$ cat src/rtl/jk_pkg.sv
// Shared definitions for the JK pattern driver.
//   state_e   : driver FSM states (idle / load / drive / check)
//   JK_*      : {j,k} excitation codes
//   jk_excite : excitation needed to move a JK flop from cur to want
// Build option: JK_TOGGLE_EN selects toggle coding (11) for rise and fall
// instead of set (10) / reset (01).
package jk_pkg;

  typedef enum logic [1:0] {
    StIdle,
    StLoad,
    StDrive,
    StCheck
  } state_e;

  localparam logic [1:0] JK_HOLD   = 2'b00;
  localparam logic [1:0] JK_RESET  = 2'b01;
  localparam logic [1:0] JK_SET    = 2'b10;
  localparam logic [1:0] JK_TOGGLE = 2'b11;

  function automatic logic [1:0] jk_excite(input logic cur, input logic want);
    logic [1:0] code;
    if (cur == want) begin
      code = JK_HOLD;
    end else begin
`ifdef JK_TOGGLE_EN
      code = JK_TOGGLE;
`else
      code = want ? JK_SET : JK_RESET;
`endif
    end
    return code;
  endfunction

endpackage

$ cat src/rtl/tick_divider.sv
// Step-rate divider: counter runs 0..DIV-1 (DIV = CLK_HZ/TICK_HZ, DIV >= 4) and
// flags a one-cycle tick while it sits at DIV-1.
//   clk     : system clock
//   rst_n   : asynchronous active-low reset
//   clear_i : synchronous clear of the counter to 0
//   tick_o  : high for the cycle in which the counter equals DIV-1
module tick_divider #(
  parameter int unsigned CLK_HZ  = 50_000_000,
  parameter int unsigned TICK_HZ = 1
) (
  input  logic clk,
  input  logic rst_n,
  input  logic clear_i,
  output logic tick_o
);

  localparam int unsigned Div  = CLK_HZ / TICK_HZ;
  localparam int unsigned CntW = $clog2(Div);
  localparam logic [CntW-1:0] CntMax = CntW'(Div - 1);

  logic [CntW-1:0] cnt_q, cnt_d;

  always_comb begin
    cnt_d = cnt_q + 1'b1;
    if (clear_i || (cnt_q == CntMax)) begin
      cnt_d = '0;
    end
  end

  always_ff @(posedge clk or negedge rst_n) begin
    if (!rst_n) begin
      cnt_q <= '0;
    end else begin
      cnt_q <= cnt_d;
    end
  end

  assign tick_o = (cnt_q == CntMax);

endmodule

$ cat src/rtl/jk_pattern_driver.sv
// Drives a JK flip-flop through a desired Q sequence, one step per slow tick, and
// checks the flop's Q feedback after each step.
//   clk, rst_n      : clock, asynchronous active-low reset
//   start_i         : level, accepted only in idle (abort_i has priority)
//   abort_i         : level, returns to idle from any state, no done pulse
//   pattern_i       : desired Q per step, bit 0 = step 0
//   q_fb_i          : flop Q (asynchronous, two-flop synchronised here)
//   j_o, k_o        : registered excitation
//   busy_o          : high in load/drive/check
//   done_o          : one-cycle pulse after the last check
//   err_o, err_idx_o: sticky mismatch flag and index of the first mismatching step
//   step_idx_o      : current step
// Build option: JK_TOGGLE_EN (see jk_pkg) changes rise/fall coding to toggle.
module jk_pattern_driver
  import jk_pkg::*;
#(
  parameter int unsigned CLK_HZ  = 50_000_000,
  parameter int unsigned TICK_HZ = 1,
  parameter int unsigned PAT_W   = 8
) (
  input  logic                     clk,
  input  logic                     rst_n,
  input  logic                     start_i,
  input  logic                     abort_i,
  input  logic [PAT_W-1:0]         pattern_i,
  input  logic                     q_fb_i,
  output logic                     j_o,
  output logic                     k_o,
  output logic                     busy_o,
  output logic                     done_o,
  output logic                     err_o,
  output logic [$clog2(PAT_W)-1:0] err_idx_o,
  output logic [$clog2(PAT_W)-1:0] step_idx_o
);

  localparam int unsigned IdxW = $clog2(PAT_W);
  localparam logic [IdxW-1:0] LastIdx = IdxW'(PAT_W - 1);

  state_e           state_q;
  logic [1:0]       sync_q;
  logic [PAT_W-1:0] pattern_q;
  logic [IdxW-1:0]  step_idx_q;
  logic [IdxW-1:0]  err_idx_q;
  logic             err_q;
  logic             done_q;
  logic [1:0]       jk_q;
  logic             q_sync;
  logic             want;
  logic             tick;

  assign q_sync = sync_q[1];
  assign want   = pattern_q[step_idx_q];

  always_ff @(posedge clk or negedge rst_n) begin
    if (!rst_n) begin
      sync_q <= 2'b00;
    end else begin
      sync_q <= {sync_q[0], q_fb_i};
    end
  end

  // The counter only runs while driving, so every step holds j/k for exactly
  // DIV cycles regardless of the load/check overhead.
  tick_divider #(
    .CLK_HZ (CLK_HZ),
    .TICK_HZ(TICK_HZ)
  ) u_tick_divider (
    .clk    (clk),
    .rst_n  (rst_n),
    .clear_i(state_q != StDrive),
    .tick_o (tick)
  );

  always_ff @(posedge clk or negedge rst_n) begin
    if (!rst_n) begin
      state_q    <= StIdle;
      pattern_q  <= '0;
      step_idx_q <= '0;
      err_idx_q  <= '0;
      err_q      <= 1'b0;
      done_q     <= 1'b0;
      jk_q       <= JK_HOLD;
    end else begin
      done_q <= 1'b0;
      if (abort_i) begin
        // Results of the interrupted run stay visible.
        state_q <= StIdle;
        jk_q    <= JK_HOLD;
      end else begin
        unique case (state_q)
          StIdle: begin
            jk_q <= JK_HOLD;
            if (start_i) begin
              pattern_q  <= pattern_i;
              step_idx_q <= '0;
              err_q      <= 1'b0;
              err_idx_q  <= '0;
              state_q    <= StLoad;
            end
          end
          StLoad: begin
            jk_q    <= jk_excite(q_sync, want);
            state_q <= StDrive;
          end
          StDrive: begin
            if (tick) begin
              jk_q    <= JK_HOLD;
              state_q <= StCheck;
            end
          end
          StCheck: begin
            jk_q <= JK_HOLD;
            if ((q_sync != want) && !err_q) begin
              err_q     <= 1'b1;
              err_idx_q <= step_idx_q;
            end
            if (step_idx_q == LastIdx) begin
              done_q  <= 1'b1;
              state_q <= StIdle;
            end else begin
              step_idx_q <= step_idx_q + 1'b1;
              state_q    <= StLoad;
            end
          end
          default: begin
            jk_q    <= JK_HOLD;
            state_q <= StIdle;
          end
        endcase
      end
    end
  end

  assign j_o        = jk_q[1];
  assign k_o        = jk_q[0];
  assign busy_o     = (state_q != StIdle);
  assign done_o     = done_q;
  assign err_o      = err_q;
  assign err_idx_o  = err_idx_q;
  assign step_idx_o = step_idx_q;

endmodule

$ cat config.mk
export PLATFORM = sky130hd
export DESIGN_NAME = jk_pattern_driver
export DESIGN_NICKNAME = d
export VERILOG_FILES = /design/src/rtl/jk_pkg.sv /design/src/rtl/tick_divider.sv /design/src/rtl/jk_pattern_driver.sv
export SDC_FILE = /design/constraint.sdc
export NUM_CORES = 1
export LEC_CHECK = 0
export ABC_AREA = 1
export BUFFER_PORTS_ARGS = -buffer_cell sky130_fd_sc_hd__buf_2
export CAP_MARGIN = 25
export CORE_ASPECT_RATIO = 0.8
export CORE_UTILIZATION = 43
export CTS_CLUSTER_DIAMETER = 40
export DETAILED_ROUTE_END_ITERATION = 8
export PLACE_DENSITY_LB_ADDON = 0.25
export SLEW_MARGIN = 10
export SYNTH_ARGS = -nofsm -noshare
export SYNTH_HDL_FRONTEND = slang
export SYNTH_SLANG_ARGS = --single-unit
$ cat constraint.sdc
create_clock -name clk -period 1.9 [get_ports clk]
set_clock_uncertainty 0.2 [all_clocks]
set_input_delay 0 -clock clk [delete_from_list [all_inputs] [get_ports clk]]
set_output_delay 0 -clock clk [all_outputs]
set_load 0.02 [all_outputs]
==> out/qor.yml <==
critPathKind: "reg -> reg"
drcViolationCount: 0
syn_inst: 317
r2r-end: "err_idx_o[2]"
syn_nets: 339
seq_area_frac_synth_pct: 44.5
numCtsBuffers: 5
start_kind: "flip-flop"
timing.final.hold_violations: 0
multi_input_area_sq_um: 1380
holdWs_ns: 0.129
rsz0062_at_grt: "yes"
grt_overflow_total: 0
syn-cell-area_sq_um: 2700
clock_latency_ns: 0.31
arrival_ns: 2.04
seq_area_sq_um: 1200
rows: 25
diodes: 0
critPathRequiredTime_ns: 1.94
drt_pass1_iterations: 4
synthArstFlopShare_pct: 100
relSlewSlack_pct: 40.7
cts_tree: "yes"
gp_congestion: 0.875
grt_max_degree: 30
finalSetupViolCount: 4
cts_max_level: 2
final_common_cell: "nand2_1"
r2r_setup_slack_ns: -0.1
reg2reg_depth: 11
wl_mm: 5.86
routed_via_density: 4.83
hold-path-cell-count: 2
ant_nets: 0
maxSlewViolCount: 0
status: "finished with violations"
peakVddDrop_v: 0.000504
grtUsageTotal_pct: 19.5
min_from: "q_fb_i"
grt_pass1_vias: 2157
die-area_sq_um: 6600
p_leak_nw: 1.50
fin_setup_tns_ns: -0.346
dp_hpwl_mm: 4.38
hold_class: "in -> reg"
start_util_pct: 45.2
fin_total_pwr_mw: 3.13
vias: 2236
clk_pin_slew_worst_paths_ns: 0.10
p_per_area_nw_per_um2: 927
period_share_pct: 105
port_buffers: 23
cts_max_path_buffers: 2
post_drt_wl_per_cell_um: 12.7
drtIter0Drc: 156
ys_ff_latch: 48
worst_pin_slew_ns: 0.887
ys_types: 30
min_period_ns: 2.00
synthFlopType: "dfrtp_1"
grt_pass1_wl_mm: 10.2
final_cell_mix: "nand2_1 (68), dfrtp_1 (46), nor2_1 (44), inv_1 (28)"
coreArea_sq_um: 5970
rr_startpoint: "step_idx_o[0]"
cap_violations: 0
crit_fanout: 7
dieHeight_um: 72.9
endpoint_kind: "flip-flop"
nNetsFinal: 403
fin_ws_ns: -0.0995
n_fill_cell: 549
ys.warnings.count: 0
synth_edf_count: 0
whs_endpoint: "sync_q[0]"
syn_area_per_cell_sq_um: 8.52
antenna_found_initial: 0
floorplan.die.width_um: 90.6
io_pins: 24
fmax_mhz: 500
syn_to_final_growth_pct: 25.2
drive_gt1_share_pct: 30.1
cts_root_buf: "clkbuf_8"
cts.sinks: 48
violations: "negative setup slack"
## synth_stat cells (2+ instances only)
cell	count	area (sq um)
inv_2	2	7.51
xor2_1	6	52.6
dfrtp_1	48	1200
nand2_1	68	255
nand2_2	4	25.0
a21oi_2	2	17.5
nor3_1	2	10.0
nand4_1	8	50.1
nor2_2	21	131
mux2_2	8	90.1
o21ai_0	17	85.1
xnor2_1	2	17.5
a21oi_1	3	15.0
buf_12	2	40.0
inv_1	30	113
nor2_4	5	56.3
nor3_2	3	30.0
nor2_1	46	173
nand3_1	18	90.1
nor3b_1	2	15.0
ha_1	9	113
o211ai_1	3	22.5
## cell families after synthesis
group | share of synthesized area, %
AOI/OAI and AO/OA | 6.35
xor gates and xnor gates | 2.59
adders and majority gates | 4.17
buffers and inverters | 5.93
DFF | 44.5
muxes | 3.34
and+or+nand+nor | 33.2
## through the flow
step	area (sq um)	util [%]	cells	worst slack, ns
global placement	3060	51.2	438	-0.110
CTS	3330	55.8	462	-0.107
detailed placement	3060	51.2	438	-0.181
finish	3380	56.6	463	-0.0995
floorplan	2700	-	317	-0.0608
global route	3380	56.6	463	-0.256
## worst max path at each step
| stage | from | endpoint | slack (ns) | cells past startpoint |
|---|---|---|---|---|
| after floorplan | step_idx_o[0] | err_idx_o[0] | -0.06 | 11 |
| after global placement | step_idx_o[0] | err_idx_o[2] | -0.11 | 11 |
| after detailed placement | step_idx_o[0] | err_idx_o[2] | -0.18 | 11 |
| after CTS | step_idx_o[0] | err_idx_o[1] | -0.11 | 11 |
| after global routing | step_idx_o[0] | err_idx_o[2] | -0.26 | 11 |
| final | step_idx_o[0] | err_idx_o[2] | -0.1 | 11 |
## worst max-delay path, stage by stage (launching register included)
cell and delay [ns]:
dfrtp_2 0.46, inv_4 0.07, o21ai_2 0.15, o221ai_2 0.12, o21ai_2 0.09, inv_1 0.06
ha_1 0.27, nor2_1 0.11, nor2_2 0.07, nor2_1 0.08, nand2_1 0.11, o21ai_1 0.14
## final cells by class
class | count | area share, %
clock buffer | 5 | 2.04
clock inverter | 3 | 1.41
inverter | 32 | 3.63
multi-input combinational | 235 | 40.8
sequential | 48 | 35.6
tap | 81 | 3.00
timing repair buffer | 59 | 13.5
## state kept, by name, indices dropped and copies added, names as in the netlist
name and flops:
u_tick_divider.cnt_q 26, pattern_q 8, err_idx_o 3, step_idx_o 3
jk_q 2, state_q 2, sync_q 2, done_o 1
err_o 1
## metal layers
layer / track usage, % / vias up / wire (um)
li1: - / 1153 / -
met1: 28.5 / 1038 / 3080
met2: 30.2 / 38 / 2520
met3: 3.02 / 7 / 196
met4: 5.38 / 0 / 62
met5: 0 / - / 0
## what timing repair did
| action | CTS | global route |
|---|---|---|
| setup buffers | 2 | 1 |
| pin swaps | 4 | 4 |
| endpoints found under the hold margin | 65 | 0 |
| cloned | 0 | 0 |
| hold buffers | 14 | 0 |
| gates resized for setup | 5 | 11 |
| setup endpoints to repair | 4 | 6 |
## where the power goes
part           switching, mW  leakage [nW]  internal (mW)  total (mW)
registers              0.108         0.643           1.16        1.27
clock network          0.376        0.0583          0.397       0.773
logic                  0.565         0.796          0.527        1.09
Note: power is estimated with default switching activity, not from simulation.
